File: src/rtl/instr_decoder.sv
// Registered 32-bit instruction decoder: field slicing, one-hot class flags, ALU sub-op and write enable.
// Optional read-after-write hazard output is enabled with the DECODER_HAZARD_EN macro.
module instr_decoder (
   input  logic        clk,
   input  logic        rst,
   input  logic [31:0] inst,
   input  logic        inst_valid,
   output logic [2:0]  opcode,
   output logic [4:0]  reg_addr_0,
   output logic [4:0]  reg_addr_1,
   output logic [4:0]  reg_addr_2,
   output logic [14:0] addr,
   output logic        out_valid,
   output logic        is_nop,
   output logic        is_load,
   output logic        is_store,
   output logic        is_jump,
   output logic        is_alu,
   output logic [1:0]  alu_op,
`ifdef DECODER_HAZARD_EN
   output logic        raw_hazard,
`endif
   output logic        writes_reg
);

   typedef enum logic [2:0] {
      OP_NOP   = 3'd0,
      OP_LOAD  = 3'd1,
      OP_STORE = 3'd2,
      OP_JUMP  = 3'd3,
      OP_ADD   = 3'd4,
      OP_SUB   = 3'd5,
      OP_AND   = 3'd6,
      OP_OR    = 3'd7
   } opcode_e;

   typedef struct packed {
      logic [2:0]  opcode;
      logic [4:0]  reg_addr_0;
      logic [4:0]  reg_addr_1;
      logic [4:0]  reg_addr_2;
      logic [14:0] addr;
      logic        is_nop;
      logic        is_load;
      logic        is_store;
      logic        is_jump;
      logic        is_alu;
      logic [1:0]  alu_op;
      logic        writes_reg;
   } dec_t;

   dec_t dec_new;
   dec_t dec_d, dec_q;
   logic out_valid_d, out_valid_q;

   // reg_addr_2 and addr intentionally overlap on inst[14].
   always_comb begin
      // NOTE: every always_comb output gets a default first so no path leaves it unassigned (no latch).
      dec_new            = '0;
      dec_new.opcode     = inst[31:29];
      dec_new.reg_addr_0 = inst[28:24];
      dec_new.reg_addr_1 = inst[23:19];
      dec_new.reg_addr_2 = inst[18:14];
      dec_new.addr       = inst[14:0];
      unique case (opcode_e'(inst[31:29]))
         OP_NOP:   dec_new.is_nop = 1'b1;
         OP_LOAD: begin
            dec_new.is_load    = 1'b1;
            dec_new.writes_reg = 1'b1;
         end
         OP_STORE: dec_new.is_store = 1'b1;
         OP_JUMP:  dec_new.is_jump  = 1'b1;
         OP_ADD, OP_SUB, OP_AND, OP_OR: begin
            dec_new.is_alu     = 1'b1;
            dec_new.writes_reg = 1'b1;
            dec_new.alu_op     = inst[30:29];
         end
      endcase
   end

   always_comb begin
      dec_d       = dec_q;
      out_valid_d = 1'b0;
      if (inst_valid) begin
         dec_d       = dec_new;
         out_valid_d = 1'b1;
      end
   end

   always_ff @(posedge clk) begin
      // NOTE: sequential state uses non-blocking assignments so all flops update from pre-edge values.
      if (rst) begin
         dec_q       <= '0;
         out_valid_q <= 1'b0;
      end else begin
         dec_q       <= dec_d;
         out_valid_q <= out_valid_d;
      end
   end

   assign opcode     = dec_q.opcode;
   assign reg_addr_0 = dec_q.reg_addr_0;
   assign reg_addr_1 = dec_q.reg_addr_1;
   assign reg_addr_2 = dec_q.reg_addr_2;
   assign addr       = dec_q.addr;
   assign is_nop     = dec_q.is_nop;
   assign is_load    = dec_q.is_load;
   assign is_store   = dec_q.is_store;
   assign is_jump    = dec_q.is_jump;
   assign is_alu     = dec_q.is_alu;
   assign alu_op     = dec_q.alu_op;
   assign writes_reg = dec_q.writes_reg;
   assign out_valid  = out_valid_q;

`ifdef DECODER_HAZARD_EN
   logic [4:0] prev_dest_d, prev_dest_q;
   logic       prev_writes_d, prev_writes_q;
   logic       raw_hazard_d, raw_hazard_q;
   logic       hit_a, hit_b;

   // History only advances on accepted instructions; register 0 is compared like any other.
   always_comb begin
      hit_a         = prev_writes_q && (prev_dest_q == dec_new.reg_addr_1);
      hit_b         = prev_writes_q && (prev_dest_q == dec_new.reg_addr_2);
      prev_dest_d   = prev_dest_q;
      prev_writes_d = prev_writes_q;
      raw_hazard_d  = raw_hazard_q;
      if (inst_valid) begin
         prev_dest_d   = dec_new.reg_addr_0;
         prev_writes_d = dec_new.writes_reg;
         raw_hazard_d  = (dec_new.is_alu && (hit_a || hit_b)) || (dec_new.is_store && hit_a);
      end
   end

   always_ff @(posedge clk) begin
      if (rst) begin
         prev_dest_q   <= '0;
         prev_writes_q <= 1'b0;
         raw_hazard_q  <= 1'b0;
      end else begin
         prev_dest_q   <= prev_dest_d;
         prev_writes_q <= prev_writes_d;
         raw_hazard_q  <= raw_hazard_d;
      end
   end

   assign raw_hazard = raw_hazard_q;
`endif

endmodule

File: config.mk
export PLATFORM = sky130hd
export DESIGN_NAME = instr_decoder
export DESIGN_NICKNAME = d
export VERILOG_FILES = /design/src/rtl/instr_decoder.sv
export SDC_FILE = /design/constraint.sdc
export NUM_CORES = 1
export LEC_CHECK = 0
export ABC_AREA = 1
export BUFFER_PORTS_ARGS = -buffer_cell sky130_fd_sc_hd__buf_2
export CAP_MARGIN = 30
export CORE_MARGIN = 4
export CORE_UTILIZATION = 47
export DETAILED_ROUTE_END_ITERATION = 10
export GPL_TIMING_DRIVEN = 0
export PLACE_DENSITY = 0.84
export REMOVE_ABC_BUFFERS = 1
export SKIP_CTS_REPAIR_TIMING = 1
export SLEW_MARGIN = 10
export SYNTH_ARGS = -nofsm -noshare
export SYNTH_HDL_FRONTEND = slang
export SYNTH_SLANG_ARGS = --single-unit
File: constraint.sdc
create_clock -name clk -period 2.15 [get_ports clk]
set_input_delay 0.3225 -clock clk [delete_from_list [all_inputs] [get_ports clk]]
set_output_delay 0.3225 -clock clk [all_outputs]
set_load 0.02 [all_outputs]
After elaboration in Yosys (flattened, before gate mapping)
Cells that the tools add are included.
{ "classes": {"n_addsub": 0, "n_mul": 0, "div": 0, "n_lt_le_gt_ge": 0, "n_eq_ne": 7, "n_shift": 0, "muxes": 7, "n_bitwise": 0, "reduce_logical": 3} }
{ "op_table": {"columns": ["cell", "n"], "rows": [
  ["== test 3 bit, second input constant", 4],
  ["== test 3 x 2 -> 1 bit, second input constant", 2],
  ["two-way mux 1 bit", 6],
  ["OR reduction 5 bit", 1],
  ["OR reduction 4 bit", 1],
  ["== test 3 x 1 -> 1 bit, second input constant", 1],
  ["logical NOT 3 bit", 1],
  ["two-way mux 3 bit", 1]
]} }
{ "word_totals": {"reg_bits": 42, "latchBits": 0, "mem_bits_rw": 0, "mem_bits_ro": 0, "elab_cells": 30, "mem_count": 0} }

Depth between registers and ports, before layout
Gate-level depths: netlist of run 1.
{ "logic_depth": {"depth_word": 3, "depth_mapped": 7, "ltp_nobuf": 5} }

Worst setup path before layout of run 1
Ideal clock, no wire load.
{ "synth_timing": {"path_type": "reg2out", "from": "register dec_q (netlist bit reg_addr_2[0])", "to": "output port reg_addr_2[0]", "arrival_time_ns": 0.611, "path_slack_ns": 1.217, "path_stages_with_launch": 2, "cell_sequence": "dfxtp_1 buf_4"} }
{ "synth_rtl": {"columns": ["item", "line", "source"], "rows": [
  ["start: declaration", "53", "dec_t dec_d, dec_q;"],
  ["start signal: assignment", "93", "dec_q <= '0;"],
  ["start signal: assignment", "96", "dec_q <= dec_d;"],
  ["end: declaration", "11", "output logic [4:0] reg_addr_2,"]
]} }
No word-level cell between the ends.

==> Implementation_results.wiki, run 1 <==
{| class="wikitable"
! Metric !! Value
|-
| Startpoint Class || primary input
|-
| Leading cell types by total area after synthesis || dfxtp_1 (56%), nor2_1 (17%), o21ai_0 (7.9%)
|-
| Fmax || between 700 and 800 MHz
|-
| Number of antenna diodes || 0
|-
| Remaining number of nets flagged by the antenna check after routing || 0
|-
| Fillers || about 260
|-
| I/O Buffers || 76
|-
| CP endpoint kind || register
|-
| Post-synth top area share || roughly 56%
|-
| Ports || 77
|-
| Final Slew Violations || 0
|-
| Number of nets in the layout || between 200 and 300
|-
| Kind of path behind the tightest hold check || in -> reg
|-
| Setup Viol. Count Final || 0
|-
| Num CTS Buffers || 5
|-
| Site Rows || 19
|-
| Gp weighted congestion || ~0.67
|-
| Insertion delay of the later-clocked pin in the worst-skew pair || around 0.32 ns
|-
| Via count of the first global-routing pass || approximately 1.3k
|-
| Total Wirelength || 3320 microns
|-
| Required @ worst endpoint || approximately 2.4 ns
|-
| Origin of the worst setup path || inst_valid
|-
| Slew headroom || 62.2%
|-
| Transition time at the pin with the least slew margin || 0.568 ns
|-
| Die area || ~4000 sq um
|-
| Post-route fraction of the period consumed by the critical path || between 50% and 60%
|-
| Register clock-pin slew on the reported worst setup and hold paths || 0.11 ns
|-
| Worst-case vdd ir drop || roughly 0.00049 V
|-
| Count leader, synth || nor2_1
|-
| Dpl hpwl || ~2300 microns
|-
| Count of different cell masters after synthesis || 15
|-
| Placeable Area || between 2000 and 3000 sq um
|-
| Vias || around 1.4k
|-
| Cell type contributing the most total cell area after synthesis || dfxtp_1
|-
| RSZ-0062 raised after global routing || no
|-
| Final cell count without fillers || ~290
|-
| CTS Sinks || around 40
|-
| Overflow left after global routing || 0
|-
| Clock tree from TritonCTS || done
|-
| Total routing usage reported by global routing || 16.3%
|-
| Share of async-settable or async-resettable flops after synthesis || 0%
|-
| Static power due to leakage || about 0.00096 uW
|-
| Crit Path Max Fanout || slightly above 40
|-
| Run status || finished clean
|-
| Worst-case clock skew || 0 ns
|-
| Startpoint of the most critical register-to-register path || writes_reg
|-
| Die boundary width || 63.8 microns
|-
| Share of layout cells above drive strength 1 || 32.9%
|-
| First-pass GRT wire length || approximately 5400 microns
|-
| DRC || 0
|-
| Initial drt markers || around 110
|-
| Number of flip-flops in the largest register || 14
|-
| Syn avg cell area || slightly below 8 sq um
|-
| Max-capacitance violation count || 0
|-
| Clk Tree Root Cell || clkbuf_4
|-
| Initial antenna violation count || 0
|-
| Number of hold-slack violations in the final timing report || 0
|-
| Placed standard-cell area || between 1500 and 2000 sq um
|-
| Layout Utilization || about 64%
|-
| Cell area after layout || 1840 sq um
|-
| P&R area growth vs syn || 25.8%
|-
| Arr. time, crit path || 1.54 ns
|-
| Maximum number of pins on one net before global-route repair || 42
|-
| Initial cell density of the core || around half
|-
| Final critical path time including I/O delays and setup || 1.28 ns
|-
| Depth of the CTS H-tree || 2
|-
| Routed WL per cell || around 12 microns
|-
| Kind of critical path || in -> reg
|-
| Most frequently used flop master after synthesis || dfxtp_1
|-
| Warning count from the yosys run || 0
|-
| WHS || around 0.22 ns
|-
| Maximum clock insertion buffer count || 2
|-
| Placed Cells || roughly 280
|-
| Synthesized cell area || between 1000 and 1500 sq um
|-
| First-pass iteration count of the detailed router || 4
|-
| Sequential-to-total area share from yosys stat || 56.2%
|-
| Post-synth top cells || nor2_1 (67), dfxtp_1 (41), o21ai_0 (23), nand2_1 (17), o21ai_1 (8)
|-
| PD cells || 766 nW/um^2
|-
| Setup tns final || 0 ns
|-
| Worst min-delay path startpoint || inst[24]
|-
| Number of storage elements in the synthesis netlist || 41
|-
| Number of flops mapped to enable cells by yosys || 0
|-
| Cells after Synth || around 180
|-
| Die Ht || 63.8 microns
|-
| Vias per std cell || a little under 5
|}
## cells in the final DEF (no fill, tap or decap)
cell,count
nor2_1,67
o21ai_0,23
dfxtp_1,41
clkbuf_4,5
inv_4,1
buf_2,76
a21oi_1,7
nand2_1,17
inv_1,3
clkinv_2,1
clkbuf_1,3
nor2_4,1
nand3_1,2
o21ai_1,8
## final cells by class
class,count,area [sq um],share of cell area (%)
Multi-Input combinational cell,125,527,28.7
Tap cell,31,38.8,2.11
Timing Repair Buffer,76,380,20.7
Inverter,5,22.5,1.23
Clock buffer,8,48.8,2.65
Sequential cell,41,821,44.7
## final timing paths
path | slack [ns] | cells after the start | endpoint
worst min register to register | 0.46 | 2 | alu_op[0]
worst min-delay path | 0.22 | 3 | reg_addr_0[0]
worst max register to register | 1.47 | 4 | writes_reg
worst max-delay path | 0.87 | 5 | is_nop
## metal layers
metal	track usage, %	up-vias	share of wire (%)
met5	0	-	0
met3	5.08	4	9.2
met4	5.66	0	0.75
met1	21.4	595	47
li1	-	718	-
met2	25.3	56	43
## cells by family after synthesis
logic type,share of synthesized area [%]
AND/OR/NAND/NOR,23.0
AO/OA/AOI/OAI,13.0
buffers and inverters,7.79
flip-flops,56.2
## critical path, stage by stage
cell and delay [ns]:
buf_2 0.45, inv_4 0.30, nor2_1 0.26, nand2_1 0.07, a21oi_1 0.12
## per-stage QoR
step	setup WS, ns	total power [uW]
floorplan	1.27	975
global placement	0.509	1080
detailed placement	0.505	1080
finish	0.867	1410
CTS	0.864	1430
global route	0.686	1490
## report_power, final
part | leakage [uW] | switching, uW | internal, uW
registers | 0.000340 | 20.7 | 807
clock network | 0.0000265 | 213 | 131
logic | 0.000589 | 153 | 83.1
No activity file was read; power rests on OpenSTA's default activity.
==> run 2: changes to the inputs <==
--- a/config.mk
+++ b/config.mk
@@ -9,10 +9,10 @@
 export BUFFER_PORTS_ARGS = -buffer_cell sky130_fd_sc_hd__buf_2
 export CAP_MARGIN = 30
 export CORE_MARGIN = 4
-export CORE_UTILIZATION = 47
+export CORE_UTILIZATION = 39
 export DETAILED_ROUTE_END_ITERATION = 10
 export GPL_TIMING_DRIVEN = 0
-export PLACE_DENSITY = 0.84
+export PLACE_DENSITY = 0.75
 export REMOVE_ABC_BUFFERS = 1
 export SKIP_CTS_REPAIR_TIMING = 1
 export SLEW_MARGIN = 10
==> constraint.sdc (replaced) <==
create_clock -name clk -period 1.15 [get_ports clk]
set_input_delay 0.1725 -clock clk [delete_from_list [all_inputs] [get_ports clk]]
set_output_delay 0.1725 -clock clk [all_outputs]
set_load 0.02 [all_outputs]
==> run 2 against run 1 <==
  * Worst setup slack lost 0.70 ns
  * Die area grew 18%
  * Worst hold slack lost 0.099 ns
  * Total power grew 100%
  * Cell count grew 4.9%
  * Cell area grew 3.2%
  * First-iteration DRC count shrank 20%
  * Combinational power grew 87%
  * Routed wire length shrank 1.6%
  * Clock power grew to 2.6 times the previous value
  * Largest cell class unchanged
==> Implementation_results.wiki, run 2 (same netlist as run 1, synthesis figures left out) <==
{| class="wikitable"
! Metric !! Value
|-
| Die Ht || 69.2 microns (+8.6%)
|-
| Static power due to leakage || 0.000974 uW (+1.9%)
|-
| CP endpoint kind || register
|-
| Ports || 77 (unchanged)
|-
| Worst-case vdd ir drop || 0.000880 V (+81%)
|-
| Vias per std cell || 4.52 (-5.8%)
|-
| First-pass iteration count of the detailed router || 4 (unchanged)
|-
| Most common cell after layout, fill and taps aside || buf_2
|-
| First-pass GRT wire length || 5550 microns (+2.4%)
|-
| PD cells || 1520 nW/um^2 (+99%)
|-
| P&R area growth vs syn || 29.8%
|-
| Insertion delay of the later-clocked pin in the worst-skew pair || 0.27 ns (-0.05 ns)
|-
| Number of hold-slack violations in the final timing report || 0 (unchanged)
|-
| Setup Viol. Count Final || 0 (unchanged)
|-
| Die boundary width || 69.2 microns (+8.6%)
|-
| Clock tree from TritonCTS || done
|-
| CTS Sinks || 41 (unchanged)
|-
| Maximum clock insertion buffer count || 2 (unchanged)
|-
| Maximum number of pins on one net before global-route repair || 42 (unchanged)
|-
| Fillers || 344 (+33%)
|-
| Startpoint Class || primary input
|-
| I/O Buffers || 76 (unchanged)
|-
| Crit Path Max Fanout || 41 (unchanged)
|-
| Transition time at the pin with the least slew margin || 0.421 ns (-0.147 ns)
|-
| WHS || 0.118 ns (-0.0991 ns)
|-
| Total Wirelength || 3260 microns (-1.6%)
|-
| Register clock-pin slew on the reported worst setup and hold paths || 0.07 ns (-0.04 ns)
|-
| Worst-case clock skew || 0 ns (unchanged)
|-
| Number of antenna diodes || 0 (unchanged)
|-
| Placed standard-cell area || 1810 sq um (+1.0%)
|-
| Kind of critical path || in -> reg
|-
| Kind of path behind the tightest hold check || in -> reg
|-
| Clk Tree Root Cell || clkbuf_8
|-
| Num CTS Buffers || 5 (unchanged)
|-
| Post-route fraction of the period consumed by the critical path || between 80% and 90%
|-
| Initial cell density of the core || 42.1% (-9.1 points)
|-
| Share of layout cells above drive strength 1 || 33.5% (+0.52 points)
|-
| Vias || 1357 (-1.2%)
|-
| Required @ worst endpoint || 1.36 ns (-1.05 ns)
|-
| Remaining number of nets flagged by the antenna check after routing || 0 (unchanged)
|-
| Total routing usage reported by global routing || 13.9% (-2.3 points)
|-
| Run status || finished clean
|-
| Max-capacitance violation count || 0 (unchanged)
|-
| Design Power || 2880 uW (+100%)
|-
| Layout Utilization || 54.7% (-9.7 points)
|-
| Gp weighted congestion || 0.739 (+10%)
|-
| RSZ-0062 raised after global routing || no
|-
| Cell area after layout || 1900 sq um (+3.2%)
|-
| Initial antenna violation count || 0 (unchanged)
|-
| Final critical path time including I/O delays and setup || 0.985 ns
|-
| Overflow left after global routing || 0 (unchanged)
|-
| Number of nets in the layout || 289 (unchanged)
|-
| Fmax || between 1000 and 1500 MHz
|-
| DRC || 0 (unchanged)
|-
| Final Slew Violations || 0 (unchanged)
|-
| Highest-count cells in the layout ignoring fill and taps || buf_2 (75), nor2_1 (67), dfxtp_1 (41), o21ai_0 (23), nand2_1 (17)
|-
| Slew headroom || 72.0% (+9.8 points)
|-
| Dpl hpwl || 2250 microns (-2.2%)
|-
| Site Rows || 21 (+2)
|-
| Number of flip-flops in the largest register || 14 (unchanged)
|-
| Placeable Area || 3470 sq um (+22%)
|-
| Arr. time, crit path || 1.19 ns (-0.35 ns)
|-
| Die area || 4790 sq um (+18%)
|-
| Via count of the first global-routing pass || 1278 (+2.1%)
|-
| Depth of the CTS H-tree || 2 (unchanged)
|-
| Routed WL per cell || 10.9 microns (-6.2%)
|-
| Initial drt markers || 91 (-20%)
|}
run 2: where the power goes:
group	switching [uW]	internal [uW]	leakage, uW
registers	37.4	1510	0.000340
logic	285	156	0.000590
clock network	421	476	0.0000443
total	743	2140	0.000974
run 2: worst paths after layout:
check | startpoint | slack, ns | to | cells after the start
setup reg to reg | writes_reg | 0.48 | writes_reg | 4
hold reg to reg | alu_op[1] | 0.47 | alu_op[1] | 2
hold / removal | inst[4] | 0.12 | addr[4] | 3
setup / recovery | inst_valid | 0.17 | is_load | 5
run 2: layout make-up:
class                   instances  area (sq um)  share of cell area, %
clock buffers                   7          86.3                   4.55
flip-flops and latches         41           821                   43.3
multi-input cells             125           527                   27.8
repair buffers                 76           383                   20.2
well taps                      46          57.6                   3.03
inverters                       5          22.5                   1.19
run 2: worst max-delay path, stage by stage:
cell and delay, ns:
clkbuf_4 0.34, inv_4 0.25, nor2_1 0.22, nand2_1 0.08, a21oi_1 0.12
run 2: metrics by stage:
step / cells / setup slack (ns) / setup TNS, ns
floorplan: 171 / 0.347 / 0
global placement: 293 / -0.351 / -7.62
detailed placement: 293 / -0.356 / -7.30
CTS: 300 / -0.0596 / -0.103
global route: 300 / 0.0187 / 0
finish: 300 / 0.165 / 0
run 2: routing by layer:
metal / vias up / GRT usage, % / share of wire, %
li1: 717 / - / -
met5: - / 0 / 0
met2: 49 / 22.5 / 44
met1: 586 / 16.8 / 47
met4: 0 / 5.21 / 0.98
met3: 5 / 5.22 / 8.0
